## config.mk

```make
export PLATFORM = sky130hd
export DESIGN_NAME = frequency_shift_transmitter
export DESIGN_NICKNAME = d
export VERILOG_FILES = /design/src/rtl/freq_tx_pkg.sv /design/src/rtl/fsk_tone_generator.sv /design/src/rtl/frequency_shift_transmitter.sv
export SDC_FILE = /design/constraint.sdc
export NUM_CORES = 1
export LEC_CHECK = 0
export BUFFER_PORTS_ARGS = -buffer_cell sky130_fd_sc_hd__buf_2
export CAP_MARGIN = 25
export CORE_MARGIN = 5
export CORE_UTILIZATION = 40
export DETAILED_ROUTE_END_ITERATION = 8
export PLACE_DENSITY_LB_ADDON = 0.12
export SLEW_MARGIN = 20
export SYNTH_ARGS = -nofsm -noshare
export SYNTH_HDL_FRONTEND = slang
export SYNTH_SLANG_ARGS = --single-unit
```

## constraint.sdc

```tcl
create_clock -name clock -period 2.4 [get_ports clock]
set_clock_uncertainty 0.1 [all_clocks]
set_input_delay 0.24 -clock clock [delete_from_list [all_inputs] [get_ports clock]]
set_output_delay 0.24 -clock clock [all_outputs]
set_load 0.1 [all_outputs]
```

## src/rtl/freq_tx_pkg.sv

```systemverilog
// freq_tx_pkg: shared FSK transmitter types and helpers; FSK_PREAMBLE_EN adds the PREAMBLE state
package freq_tx_pkg;
  typedef enum logic [1:0] {
    IDLE,
`ifdef FSK_PREAMBLE_EN
    PREAMBLE,
`endif
    TONE,
    GAP
  } state_t;
  function automatic int half_period(input int clock_hz, input int freq_hz);
    return clock_hz / (2 * freq_hz);
  endfunction
  function automatic int cnt_width(input int max_value);
    return (max_value < 1) ? 1 : $clog2(max_value + 1);
  endfunction
endpackage

```

## src/rtl/fsk_tone_generator.sv

```systemverilog
// fsk_tone_generator: square wave at one of two half-periods, phase reset by restart
module fsk_tone_generator import freq_tx_pkg::*; #(
  parameter int HALF_1 = 5,
  parameter int HALF_2 = 4
) (
  input  logic clock,
  input  logic reset,
  input  logic restart,
  input  logic select,
  input  logic run,
  output logic square
);
  localparam int HW = cnt_width((HALF_1 > HALF_2 ? HALF_1 : HALF_2) - 1);
  logic [HW-1:0] cnt_q, cnt_d, last;
  logic square_q, square_d;
  assign last = select ? HW'(HALF_2 - 1) : HW'(HALF_1 - 1);
  // half-period counter; toggle on wrap, restart starts a fresh high phase
  always_comb begin
    cnt_d = restart ? '0 : !run ? cnt_q : (cnt_q == last) ? '0 : cnt_q + 1'b1;
    square_d = restart ? 1'b1 : (run && cnt_q == last) ? ~square_q : square_q;
  end
  // tone state registers
  always_ff @(posedge clock) begin
    if (reset) begin
      cnt_q <= '0;
      square_q <= 1'b0;
    end else begin
      cnt_q <= cnt_d;
      square_q <= square_d;
    end
  end
  assign square = square_q;
endmodule

```

## src/rtl/frequency_shift_transmitter.sv

```systemverilog
// frequency_shift_transmitter: optical FSK modulator, one tone symbol per bit LSB first; FSK_PREAMBLE_EN prefixes an F2,F1 preamble
module frequency_shift_transmitter import freq_tx_pkg::*; #(
  parameter int FREQUENCY_1 = 9000,
  parameter int FREQUENCY_2 = 11000,
  parameter int CLOCK = 100000000,
  parameter int SYMBOL_CYCLES = 1000000,
  parameter int GAP_CYCLES = 100000,
  parameter int DATA_WIDTH = 8
) (
  input  logic                  clock,
  input  logic                  reset,
  input  logic                  enable,
  input  logic [DATA_WIDTH-1:0] tx_data,
  input  logic                  tx_valid,
  output logic                  tx_ready,
  output logic                  light_out,
  output logic                  busy,
  output logic                  done
);
  localparam int HALF_1 = half_period(CLOCK, FREQUENCY_1);
  localparam int HALF_2 = half_period(CLOCK, FREQUENCY_2);
  localparam int CW = cnt_width((SYMBOL_CYCLES > GAP_CYCLES ? SYMBOL_CYCLES : GAP_CYCLES) - 1);
  localparam int IW = cnt_width(DATA_WIDTH - 1);
  if (HALF_1 < 1 || HALF_2 < 1) begin : g_half_chk
    $error("tone half-period below one clock");
  end
  if (SYMBOL_CYCLES < 2) begin : g_sym_chk
    $error("SYMBOL_CYCLES must be at least 2");
  end
  state_t state_q, state_d;
  logic [CW-1:0] cnt_q, cnt_d;
  logic [IW-1:0] idx_q, idx_d;
  logic [DATA_WIDTH-1:0] sr_q, sr_d;
  logic done_q, done_d, restart, select, toning, square, sym_end, gap_end, next_sym;
`ifdef FSK_PREAMBLE_EN
  logic [1:0] pre_q, pre_d;
  assign toning = state_q == TONE || state_q == PREAMBLE;
  assign select = (state_q == PREAMBLE) ? (pre_q == 2'd0) : sr_q[0];
`else
  assign toning = state_q == TONE;
  assign select = sr_q[0];
`endif
  assign sym_end = cnt_q == CW'(SYMBOL_CYCLES - 1);
  assign gap_end = cnt_q == CW'(GAP_CYCLES - 1);
  assign next_sym = (toning && sym_end && GAP_CYCLES == 0) || (state_q == GAP && gap_end);
  // frame sequencing: accept, symbol/gap timing and the per-symbol next decision
  always_comb begin
    state_d = state_q;
    cnt_d = cnt_q;
    idx_d = idx_q;
    sr_d = sr_q;
    done_d = 1'b0;
    restart = 1'b0;
`ifdef FSK_PREAMBLE_EN
    pre_d = pre_q;
`endif
    if (state_q == IDLE) begin
      if (tx_valid && tx_ready) begin
        sr_d = tx_data;
        idx_d = '0;
        cnt_d = '0;
        restart = 1'b1;
`ifdef FSK_PREAMBLE_EN
        pre_d = 2'd0;
        state_d = PREAMBLE;
`else
        state_d = TONE;
`endif
      end
    end else begin
      cnt_d = ((toning && sym_end) || (state_q == GAP && gap_end)) ? '0 : cnt_q + 1'b1;
      if (toning && sym_end && GAP_CYCLES != 0) state_d = GAP;
      if (next_sym) begin
        restart = 1'b1;
`ifdef FSK_PREAMBLE_EN
        if (pre_q != 2'd2) begin
          pre_d = pre_q + 1'b1;
          state_d = (pre_q == 2'd0) ? PREAMBLE : TONE;
        end else
`endif
        if (idx_q == IW'(DATA_WIDTH - 1)) begin
          state_d = IDLE;
          done_d = 1'b1;
        end else begin
          sr_d = sr_q >> 1;
          idx_d = idx_q + 1'b1;
          state_d = TONE;
        end
      end
    end
  end
  // state and counter registers
  always_ff @(posedge clock) begin
    if (reset) begin
      state_q <= IDLE;
      cnt_q <= '0;
      idx_q <= '0;
      sr_q <= '0;
      done_q <= 1'b0;
`ifdef FSK_PREAMBLE_EN
      pre_q <= 2'd0;
`endif
    end else begin
      state_q <= state_d;
      cnt_q <= cnt_d;
      idx_q <= idx_d;
      sr_q <= sr_d;
      done_q <= done_d;
`ifdef FSK_PREAMBLE_EN
      pre_q <= pre_d;
`endif
    end
  end
  fsk_tone_generator #(.HALF_1(HALF_1), .HALF_2(HALF_2)) u_tone (
    .clock(clock),
    .reset(reset),
    .restart(restart),
    .select(select),
    .run(toning),
    .square(square)
  );
  assign tx_ready = state_q == IDLE && enable && !reset;
  assign busy = state_q != IDLE;
  assign light_out = toning && square;
  assign done = done_q;
endmodule

```

==> results_dict.tcl, run 1 <==
set metrics [dict create \
    status "complete, no violations" \
    cts_buffers 5 \
    routedWlPerCell_um 14.71 \
    drc 0 \
    crit_family "simple AND/OR/NAND/NOR gates" \
    std_cell_rows 29 \
    grt_pass1_wl_um 10510 \
    clk_pin_slew_ns 0.10 \
    holdPathEnd "sr_q[7]" \
    drv_slew 0 \
    avgSynthCellArea_um2 8.274 \
    clock_latency_ns 0.30 \
    worst-path-buf-inv 1 \
    tns_ns 0 \
    synthCells 310 \
    place_congestion 0.8357 \
    hold_class "in -> reg" \
    port-buffer-count 15 \
    async_reset_ff_share_pct 0 \
    final_common_cell "dfxtp_1" \
    p_leak_nw 0.9606 \
    drtAntennaViolNets 0 \
    die-area_um2 8114 \
    cp_slowest_cell "or4_1" \
    synth_edf_count 0 \
    yosysUniqueCellTypes 53 \
    vdd_drop_max_uv 382.7 \
    start_util_pct 40.86 \
    finalCritPeriodShare_pct 90.45 \
    core_um2 6277 \
    fin_hold_ws_ns 0.05907 \
    timing.final.crit_period_ns 2.171 \
    stdcell_count 411 \
    htree_num_levels 2 \
    synth_mux_area_share_pct 0.3902 \
    drt_iter0_drc 98 \
    cts_setup_buffers 0 \
    dpl.hpwl_um 4307 \
    antenna_found_initial 0 \
    wl_um 6045 \
    drv_cap 0 \
    worstSetupEndpointType "register" \
    grt_max_degree 18 \
    yosysTopAreaCellShare_pct 37.46 \
    start_kind "register" \
    num_io_pins 16 \
    cp_cell_sequence "or4_1, and4bb_2, a21oi_1, nand3_1, buf_4, o211ai_1" \
    whs_path_depth 3 \
    r2r_setup_slack_ns 0.23 \
    synth_nets 326 \
    grt_use_total_pct 15.40 \
    rsz0062_at_grt "false" \
    vias_per_cell 5.530 \
    yosysWarnings 0 \
    setup_viol 0 \
    synth_seq_cells 48 \
    ff2ff_path_depth 6 \
    yosys.area.top_type "dfxtp_1" \
    relSlewSlack_pct 62.27 \
    cts_hold_buf 0 \
    synth_compound_area_share_pct 15.41 \
    synth_flop_cell "dfxtp_1" \
    hp-start "tx_data[7]" \
    tightest_slew_ns 0.5638 \
    cts.sinks 48 \
    placedInstanceArea_um2 2749 \
    synth.area.top_cells "dfxtp_1, nand2_1, nor2_1, xnor2_1, xor2_1" \
    path_class "reg -> reg" \
    power_mw 1.578 \
    cp.arrival_ns 2.25 \
    synth_simple_gate_area_share_pct 31.85 \
    timing.rr.end "cnt_q[4]" \
    overflow 0 \
    syn_area_um2 2565 \
    reg2reg_from "cnt_q[17]" \
    vias 2273 \
    fp.dieW_um 90.08 \
    cpPeakStageDelay_ns 0.58 \
    clock_path_buffers 2 \
    finish.instance_area_um2 2875 \
    grt_pass1_vias 2214 \
    finalHoldViolCount 0 \
    die_h_um 90.08 \
    synth_top_family_by_area "simple AND/OR/NAND/NOR gates" \
    synthXorXnorAreaFrac_pct 6.829 \
    synth_sequential_area_ratio_pct 37.46 \
    worstPathMaxFanout 15 \
    mostFrequentLayoutCells "dfxtp_1, nand2_1, nor2_1, buf_4, buf_2" \
    fin_nets 349 \
    syn2layout_area_growth_pct 12.10 \
    dr.pass1.iters 6 \
    diodes 0 \
    clock-root-buffer "clkbuf_8" \
    synth_adder_area_share_pct 1.951 \
    max_freq_ghz 0.4607 \
    required_ns 2.48 \
    placed_cells 403 \
    drive_above_1_share_pct 14.37 \
    p_per_area_nw_per_um2 548.7 \
    cts_tree "yes" \
]
==> worst register-to-register path: stages, from the launching register on <==
cell and delay, ns:
dfxtp_1 0.35, or4_1 0.58, and4bb_2 0.36, a21oi_1 0.17
nand3_1 0.15, buf_4 0.22, o211ai_1 0.12
==> cell type report <==
class / count / area [um2]
clock inverters: 2 / 38.79
repair buffers: 32 / 202.7
inverters: 11 / 41.29
fillers: 636 / 3402
flip-flops and latches: 48 / 960.9
well taps: 77 / 96.34
clock buffers: 6 / 82.58
multi-input cells: 235 / 1453
==> synth_stat cells (2+ instances only) <==
master	n
dfxtp_1	48
nand2_1	45
nor2_1	26
nand3_1	14
a21oi_1	11
inv_1	11
a31oi_1	10
nand4_1	10
xnor2_1	10
xor2_1	10
a32oi_1	9
nand3b_1	9
o21ai_1	9
and3_1	7
nor3_1	6
clkbuf_1	5
nor4_1	5
o21ai_0	5
and2_1	4
buf_6	4
ha_1	4
and4_1	3
buf_2	3
nor4b_1	3
o211ai_1	3
or2_2	3
or4_1	3
a211o_1	2
buf_4	2
nor2b_1	2
o31ai_1	2
==> power breakdown <==
group	internal (mW)	total, mW	switching [mW]
Sequential	0.807	0.818	0.0103
Clock	0.341	0.625	0.284
Combinational	0.0415	0.135	0.0930
==> cells by family (layout without fill, tap and decap cells) <==
kind of cell,count (synthesis),in the layout
AND/OR/NAND/NOR,151,151
AO/OA/AOI/OAI,59,59
flip-flops,48,48
buffers and inverters,27,51
XOR/XNOR,20,20
adder cells (fa/ha/maj),4,4
multiplexers,1,1
==> flip-flops by register name, summed over array words and instances (netlist names) <==
| name | cells |
|---|---|
| sr_q | 8 |
| u_tone.cnt_q | 13 |
| state_q | 2 |
| u_tone.square | 1 |
| idx_q | 3 |
| done | 1 |
| cnt_q | 20 |
==> metal layers <==
| layer | GRT usage (%) | wire length (um) | part of all wire [%] | vias up |
|---|---|---|---|---|
| met5 | 0 | 0 | 0 | - |
| li1 | - | - | - | 1170 |
| met4 | 3.970 | 67 | 1.1 | 0 |
| met2 | 25.67 | 2882 | 48 | 44 |
| met3 | 2.922 | 240 | 4.0 | 7 |
| met1 | 20.36 | 2853 | 47 | 1052 |
==> through the flow <==
| step | worst slack (ns) | util (%) |
|---|---|---|
| 5_1_grt | 0.05227 | 45.80 |
| 6_report | 0.2293 | 45.80 |
| 3_3_place_gp | 0.2129 | 43.79 |
| 2_1_floorplan | 0.3701 | - |
| 4_1_cts | 0.1953 | 45.72 |
| 3_5_place_dp | 0.2190 | 43.79 |
==> repair_timing <==
| item | 4_1_cts | 5_1_grt |
|---|---|---|
| gates resized for setup | 0 | 1 |
| endpoints found under the setup margin | 0 | 2 |
| endpoints found under the hold margin | 0 | 0 |
==> how the worst max path moves through the flow <==
stage,start,endpoint,slack (ns),cells past startpoint
after floorplan,cnt_q[17],sr_q[6],0.37,6
after global placement,cnt_q[17],u_tone.cnt_q[1],0.21,5
after detailed placement,cnt_q[17],u_tone.cnt_q[10],0.22,5
after CTS,cnt_q[17],u_tone.cnt_q[7],0.20,5
after global routing,cnt_q[11],cnt_q[5],0.05,6
final,cnt_q[17],cnt_q[4],0.23,6
(Power assumes the default switching activity.)
==> run 2, diff against run 1 <==
CTS_BUF_LIST = sky130_fd_sc_hd__clkbuf_16   (was unset)
==> run 2 against run 1 <==
- count of clock-buffer cells in the layout fell by 1
- worst hold slack improved by 0.025 ns
- sequential power barely moved
- global-route usage rose by 0.16 points
- non-clock buffer count did not move
- critical endpoint unchanged
- highest routed layer unchanged
==> results_dict.tcl, run 2 (synthesis gave the netlist of run 1 again) <==
set metrics [dict create \
    path_class "reg -> reg" \
    drc 0 \
    worst-path-buf-inv 1 \
    grt_pass1_wl_um 10560 \
    worstPathMaxFanout 15 \
    clock_path_buffers 2 \
    timing.final.crit_period_ns 2.167 \
    mostFrequentLayoutCells "dfxtp_1, nand2_1, nor2_1, buf_4, buf_2" \
    routedWlPerCell_um 14.72 \
    die_h_um 90.08 \
    port-buffer-count 15 \
    vias_per_cell 5.569 \
    worstSetupEndpointType "register" \
    finalCritPeriodShare_pct 90.31 \
    swShare_pct 23.21 \
    fin_nets 349 \
    diodes 0 \
    cpPeakStageDelay_ns 0.58 \
    relSlewSlack_pct 63.20 \
    p_leak_nw 0.9807 \
    overflow 0 \
    drv_cap 0 \
    cts_hold_buf 0 \
    fp.dieW_um 90.08 \
    htree_num_levels 2 \
    setup_viol 0 \
    grt_pass1_vias 2206 \
    std_cell_rows 29 \
    drive_above_1_share_pct 14.07 \
    cts_buffers 5 \
    start_util_pct 40.86 \
    max_freq_ghz 0.4614 \
    cts.sinks 48 \
    cp_cell_sequence "or4_1, and4bb_2, a21oi_1, nand3_1, buf_4, o211ai_1" \
    core_um2 6277 \
    vias 2289 \
    power_mw 1.744 \
    grt_max_degree 18 \
    tns_ns 0 \
    cts_tree "yes" \
    p_comb_share_pct 7.7 \
    final_common_cell "dfxtp_1" \
    rsz0062_at_grt "false" \
    num_io_pins 16 \
    p_int_mw 1.339 \
    status "complete, no violations" \
    cp_slowest_cell "or4_1" \
    vdd_drop_max_uv 468.1 \
    biggestRegsByFlops "cnt_q: 20 flops, u_tone.cnt_q: 13 flops, sr_q: 8 flops" \
    dr.pass1.iters 4 \
    clkPwrFrac_pct 45.4 \
    place_congestion 0.8357 \
    top_register "cnt_q" \
    syn2layout_area_growth_pct 13.90 \
    cp.arrival_ns 2.23 \
    required_ns 2.47 \
    clock-root-buffer "clkbuf_16" \
    pre_cts_slack_ns 0.2190 \
    start_kind "register" \
    p_per_area_nw_per_um2 597.0 \
    hold_class "in -> reg" \
    finalHoldViolCount 0 \
    switchingPower_mw 0.4049 \
    dpl.hpwl_um 4307 \
    clock_latency_ns 0.29 \
    drt_iter0_drc 121 \
    antenna_found_initial 0 \
    crit_family "simple AND/OR/NAND/NOR gates" \
    drtAntennaViolNets 0 \
    seq_power_share_pct 46.9 \
    die-area_um2 8114 \
    tightest_slew_ns 0.5500 \
    grt_use_total_pct 15.55 \
    setup_ws_ns 0.2327 \
    n_fill_cell 633 \
    post_cts_resized 0 \
    cts_setup_buffers 0 \
    wl_um 6051 \
    drv_slew 0 \
    clk_pin_slew_ns 0.07 \
    largest_register_ffs 20 \
]
-- run 2: cell types whose count changed in the layout (fill, tap and decap cells not counted) --
cell | previous run | this run
clkbuf_8 | 6 | 0
clkinv_1 | 0 | 1
clkbuf_16 | 0 | 5
-- run 2: final timing paths --
check,from,to,slack (ns),depth (start not counted)
min reg2reg,idx_q[1],idx_q[1],0.38,2
max,cnt_q[17],cnt_q[4],0.23,6
max reg2reg,cnt_q[17],cnt_q[4],0.23,6
min,tx_data[7],sr_q[7],0.08,3
-- run 2: tightest hold or removal path, cell delays in order --
cell and delay (ns):
buf_2 0.09, nand2_1 0.04, a21oi_1 0.05
-- run 2: power groups by stage --
stage	combinational, mW	clock, mW	sequential, mW
after floorplan	0.0952	0	0.834
after global placement	0.135	0	0.836
after detailed placement	0.134	0	0.836
after CTS	0.135	0.815	0.818
after global routing	0.147	0.851	0.819
final	0.134	0.792	0.818
-- run 2: routing by layer --
layer | track usage, % | up-vias | routed length [um]
met5 | 0 | - | 0
met4 | 4.342 | 0 | 97
met3 | 3.172 | 9 | 246
met2 | 25.49 | 53 | 2807
met1 | 20.66 | 1059 | 2900
li1 | - | 1168 | -
-- run 2: metrics by stage --
step | hold WS (ns) | instance area, um2 | instances | utilization, %
global placement | 0.3618 | 2749 | 403 | 43.79
floorplan | 0.2760 | 2565 | 310 | -
global route | 0.08864 | 2922 | 411 | 46.54
finish | 0.08441 | 2922 | 411 | 46.54
detailed placement | 0.3694 | 2749 | 403 | 43.79
CTS | 0.08136 | 2917 | 411 | 46.46
-- run 2: final cells by class --
cell class              instances  area (um2)  share of cell area [%]
multi-input cells             235        1453                   49.72
flip-flops and latches         48       960.9                   32.89
repair buffers                 32       202.7                   6.938
clock buffers                   5       125.1                   4.283
well taps                      77       96.34                   3.298
clock inverters                 3       42.54                   1.456
inverters                      11       41.29                   1.413
==> run 3, diff against run 2 <==
HOLD_SLACK_MARGIN = 0.12   (was unset)
SYNTH_HIERARCHICAL = 1   (was unset)
clock period = 1.9 ns   (was 2.4 ns; I/O delays follow)
==> run 3 against run 2 <==
- the run now ends with setup timing left
- synthesized cell count decreased by 7.1%
- clock power is 20% higher
- non-clock buffer count rose by 42
- maximum frequency shrank 3.7%
- core utilization grew 8.9 points
- sequential cell count unchanged
- count of clock-buffer cells in the layout is 1 higher
- critical path depth up 1
- final area grew 18%
- wire length is 4.3% higher
- first-iteration DRC count decreased by 36%
- global-route usage grew 1.5 points
==> results_dict.tcl, run 3 <==
set metrics [dict create \
    hold_class "in -> reg" \
    mostFrequentLayoutCells "buf_4, dfxtp_1, nor2_1, nand2_1, a21oi_1" \
    placedInstanceArea_um2 3159 \
    clk_pin_slew_ns 0.07 \
    power_mw 2.286 \
    relSlewSlack_pct 68.04 \
    failed_checks "setup timing" \
    syn_area_um2 2526 \
    finalHoldViolCount 0 \
    yosys.area.top_type "dfxtp_1" \
    max_freq_ghz 0.4446 \
    p_leak_nw 1.303 \
    drtAntennaViolNets 0 \
    die_h_um 89.47 \
    reg2reg_from "cnt_q[8]" \
    start_util_pct 40.48 \
    required_ns 1.96 \
    cts_buffers 5 \
    grt_pass1_vias 2196 \
    synth_sequential_area_ratio_pct 38.04 \
    synth_flop_cell "dfxtp_1" \
    vdd_drop_max_uv 606.5 \
    start_kind "register" \
    setup_viol 47 \
    antenna_found_initial 0 \
    synth_seq_cells 48 \
    drt_iter0_drc 78 \
    dpl.hpwl_um 4667 \
    stdcell_count 439 \
    grt_pass1_wl_um 10550 \
    top_register "cnt_q" \
    core_um2 6241 \
    finalCritPeriodShare_pct 118.4 \
    port-buffer-count 15 \
    synthCells 288 \
    hp-start "tx_data[1]" \
    synth.area.top_cells "dfxtp_1, nor2_1, xnor2_1, nand2_1, a21oi_1" \
    holdPathEnd "sr_q[1]" \
    rsz0062_at_grt "true" \
    drv_slew 0 \
    fin_nets 377 \
    std_cell_rows 29 \
    timing.rr.end "cnt_q[11]" \
    overflow 0 \
    status "complete, but fails checks" \
    place_congestion 0.8122 \
    drv_cap 0 \
    tightest_slew_ns 0.4828 \
    diodes 0 \
    clock-root-buffer "clkbuf_16" \
    clock_path_buffers 2 \
    pre_cts_slack_ns -0.4424 \
    timing.final.crit_period_ns 2.249 \
    yosysUniqueCellTypes 65 \
    vias_per_cell 5.399 \
    drive_above_1_share_pct 35.08 \
    num_io_pins 16 \
    fin_hold_ws_ns 0.1879 \
    whs_path_depth 4 \
    die-area_um2 8005 \
    biggestRegsByFlops "cnt_q: 20 flops, u_tone/cnt_q: 13 flops, sr_q: 8 flops" \
    synth_edf_count 0 \
    cp.arrival_ns 2.31 \
    grt_max_degree 18 \
    r2r_setup_slack_ns -0.35 \
    syn2layout_area_growth_pct 36.95 \
    grt_use_total_pct 17.08 \
    final_core_util_pct 55.43 \
    yosysTopAreaCellShare_pct 38.04 \
    ys_top_cells_by_count "dfxtp_1, nor2_1, nand2_1, a21oi_1, o21ai_0" \
    largest_register_ffs 20 \
    avgSynthCellArea_um2 8.771 \
    clock_latency_ns 0.29 \
    yosysWarnings 6 \
    p_per_area_nw_per_um2 660.9 \
    cts_tree "yes" \
    worstSetupEndpointType "register" \
    final_common_cell "buf_4" \
    ff2ff_path_depth 7 \
    finish.instance_area_um2 3460 \
    fp.dieW_um 89.47 \
    dr.pass1.iters 4 \
    htree_num_levels 2 \
    worstPathMaxFanout 6 \
    vias 2370 \
    wl_um 6312 \
    async_reset_ff_share_pct 0 \
    setup_ws_ns -0.3494 \
    cts.sinks 48 \
    drc 0 \
    tns_ns -12.79 \
    routedWlPerCell_um 14.38 \
    synthMostInstantiatedCell "dfxtp_1" \
    path_class "reg -> reg" \
    placed_cells 426 \
    synth_nets 304 \
]
run 3: cell count changes in the layout (fill, tap and decap cells not counted), sizes merged, moves of 7 or more:
cell	before	now
a31oi	10	3
nor3	6	14
a32oi	9	1
mux2	0	7
buf	32	73
nand2	45	22
nor2	26	33
inv	11	3
run 3: report_power, final:
group | leakage [nW] | internal (mW) | switching (mW)
registers | 0.392 | 1.03 | 0.0214
logic | 0.831 | 0.129 | 0.156
clock network | 0.0796 | 0.566 | 0.384
run 3: how the worst max path moves through the flow:
stage	startpoint	cells after the start	endpoint
after floorplan	cnt_q[11]	6	cnt_q[15]
after global placement	cnt_q[8]	7	cnt_q[11]
after detailed placement	cnt_q[8]	7	cnt_q[11]
after CTS	cnt_q[8]	7	cnt_q[11]
after global routing	cnt_q[8]	6	sr_q[4]
final	cnt_q[8]	7	cnt_q[11]
run 3: metal layers:
layer	share of wire, %	vias to the layer above	GRT usage (%)	routed length [um]
met5	0	-	0	0
met3	2.8	8	3.226	176
li1	-	1215	-	-
met2	48	23	27.13	3033
met1	48	1124	22.99	3009
met4	1.5	0	6.360	93
run 3: critical path: stages, from the launching register on:
cell     delay, ns
dfxtp_2       0.32
or4_4         0.53
or4_4         0.48
o21ai_4       0.21
nor3_4        0.10
buf_12        0.15
a22oi_2       0.15
o41ai_2       0.11
run 3: cells by family after synthesis:
kind of cell	Yosys count	share of synthesized area, %
adder cells (fa/ha/maj)	4	1.981
XOR/XNOR	17	5.894
AO/OA/AOI/OAI	62	16.54
multiplexers	14	5.894
buffers and inverters	12	2.377
AND/OR/NAND/NOR	131	29.27
flip-flops	48	38.04
run 3: area by class of cell:
| class | instances | area (um2) |
|---|---|---|
| clock buffers | 6 | 150.1 |
| clock inverters | 2 | 12.51 |
| fillers | 586 | 2781 |
| inverters | 4 | 16.27 |
| multi-input cells | 228 | 1633 |
| flip-flops and latches | 48 | 970.9 |
| well taps | 77 | 96.34 |
| repair buffers | 74 | 580.6 |
run 3: repair_timing:
action | 4_1_cts | 5_1_grt
resized for setup | 13 | 17
setup endpoints to repair | 49 | 51
gates cloned | 0 | 1
pin swaps | 3 | 10
hold buffers | 1 | 0
buffers inserted | 2 | 1
hold endpoints to repair | 1 | 0
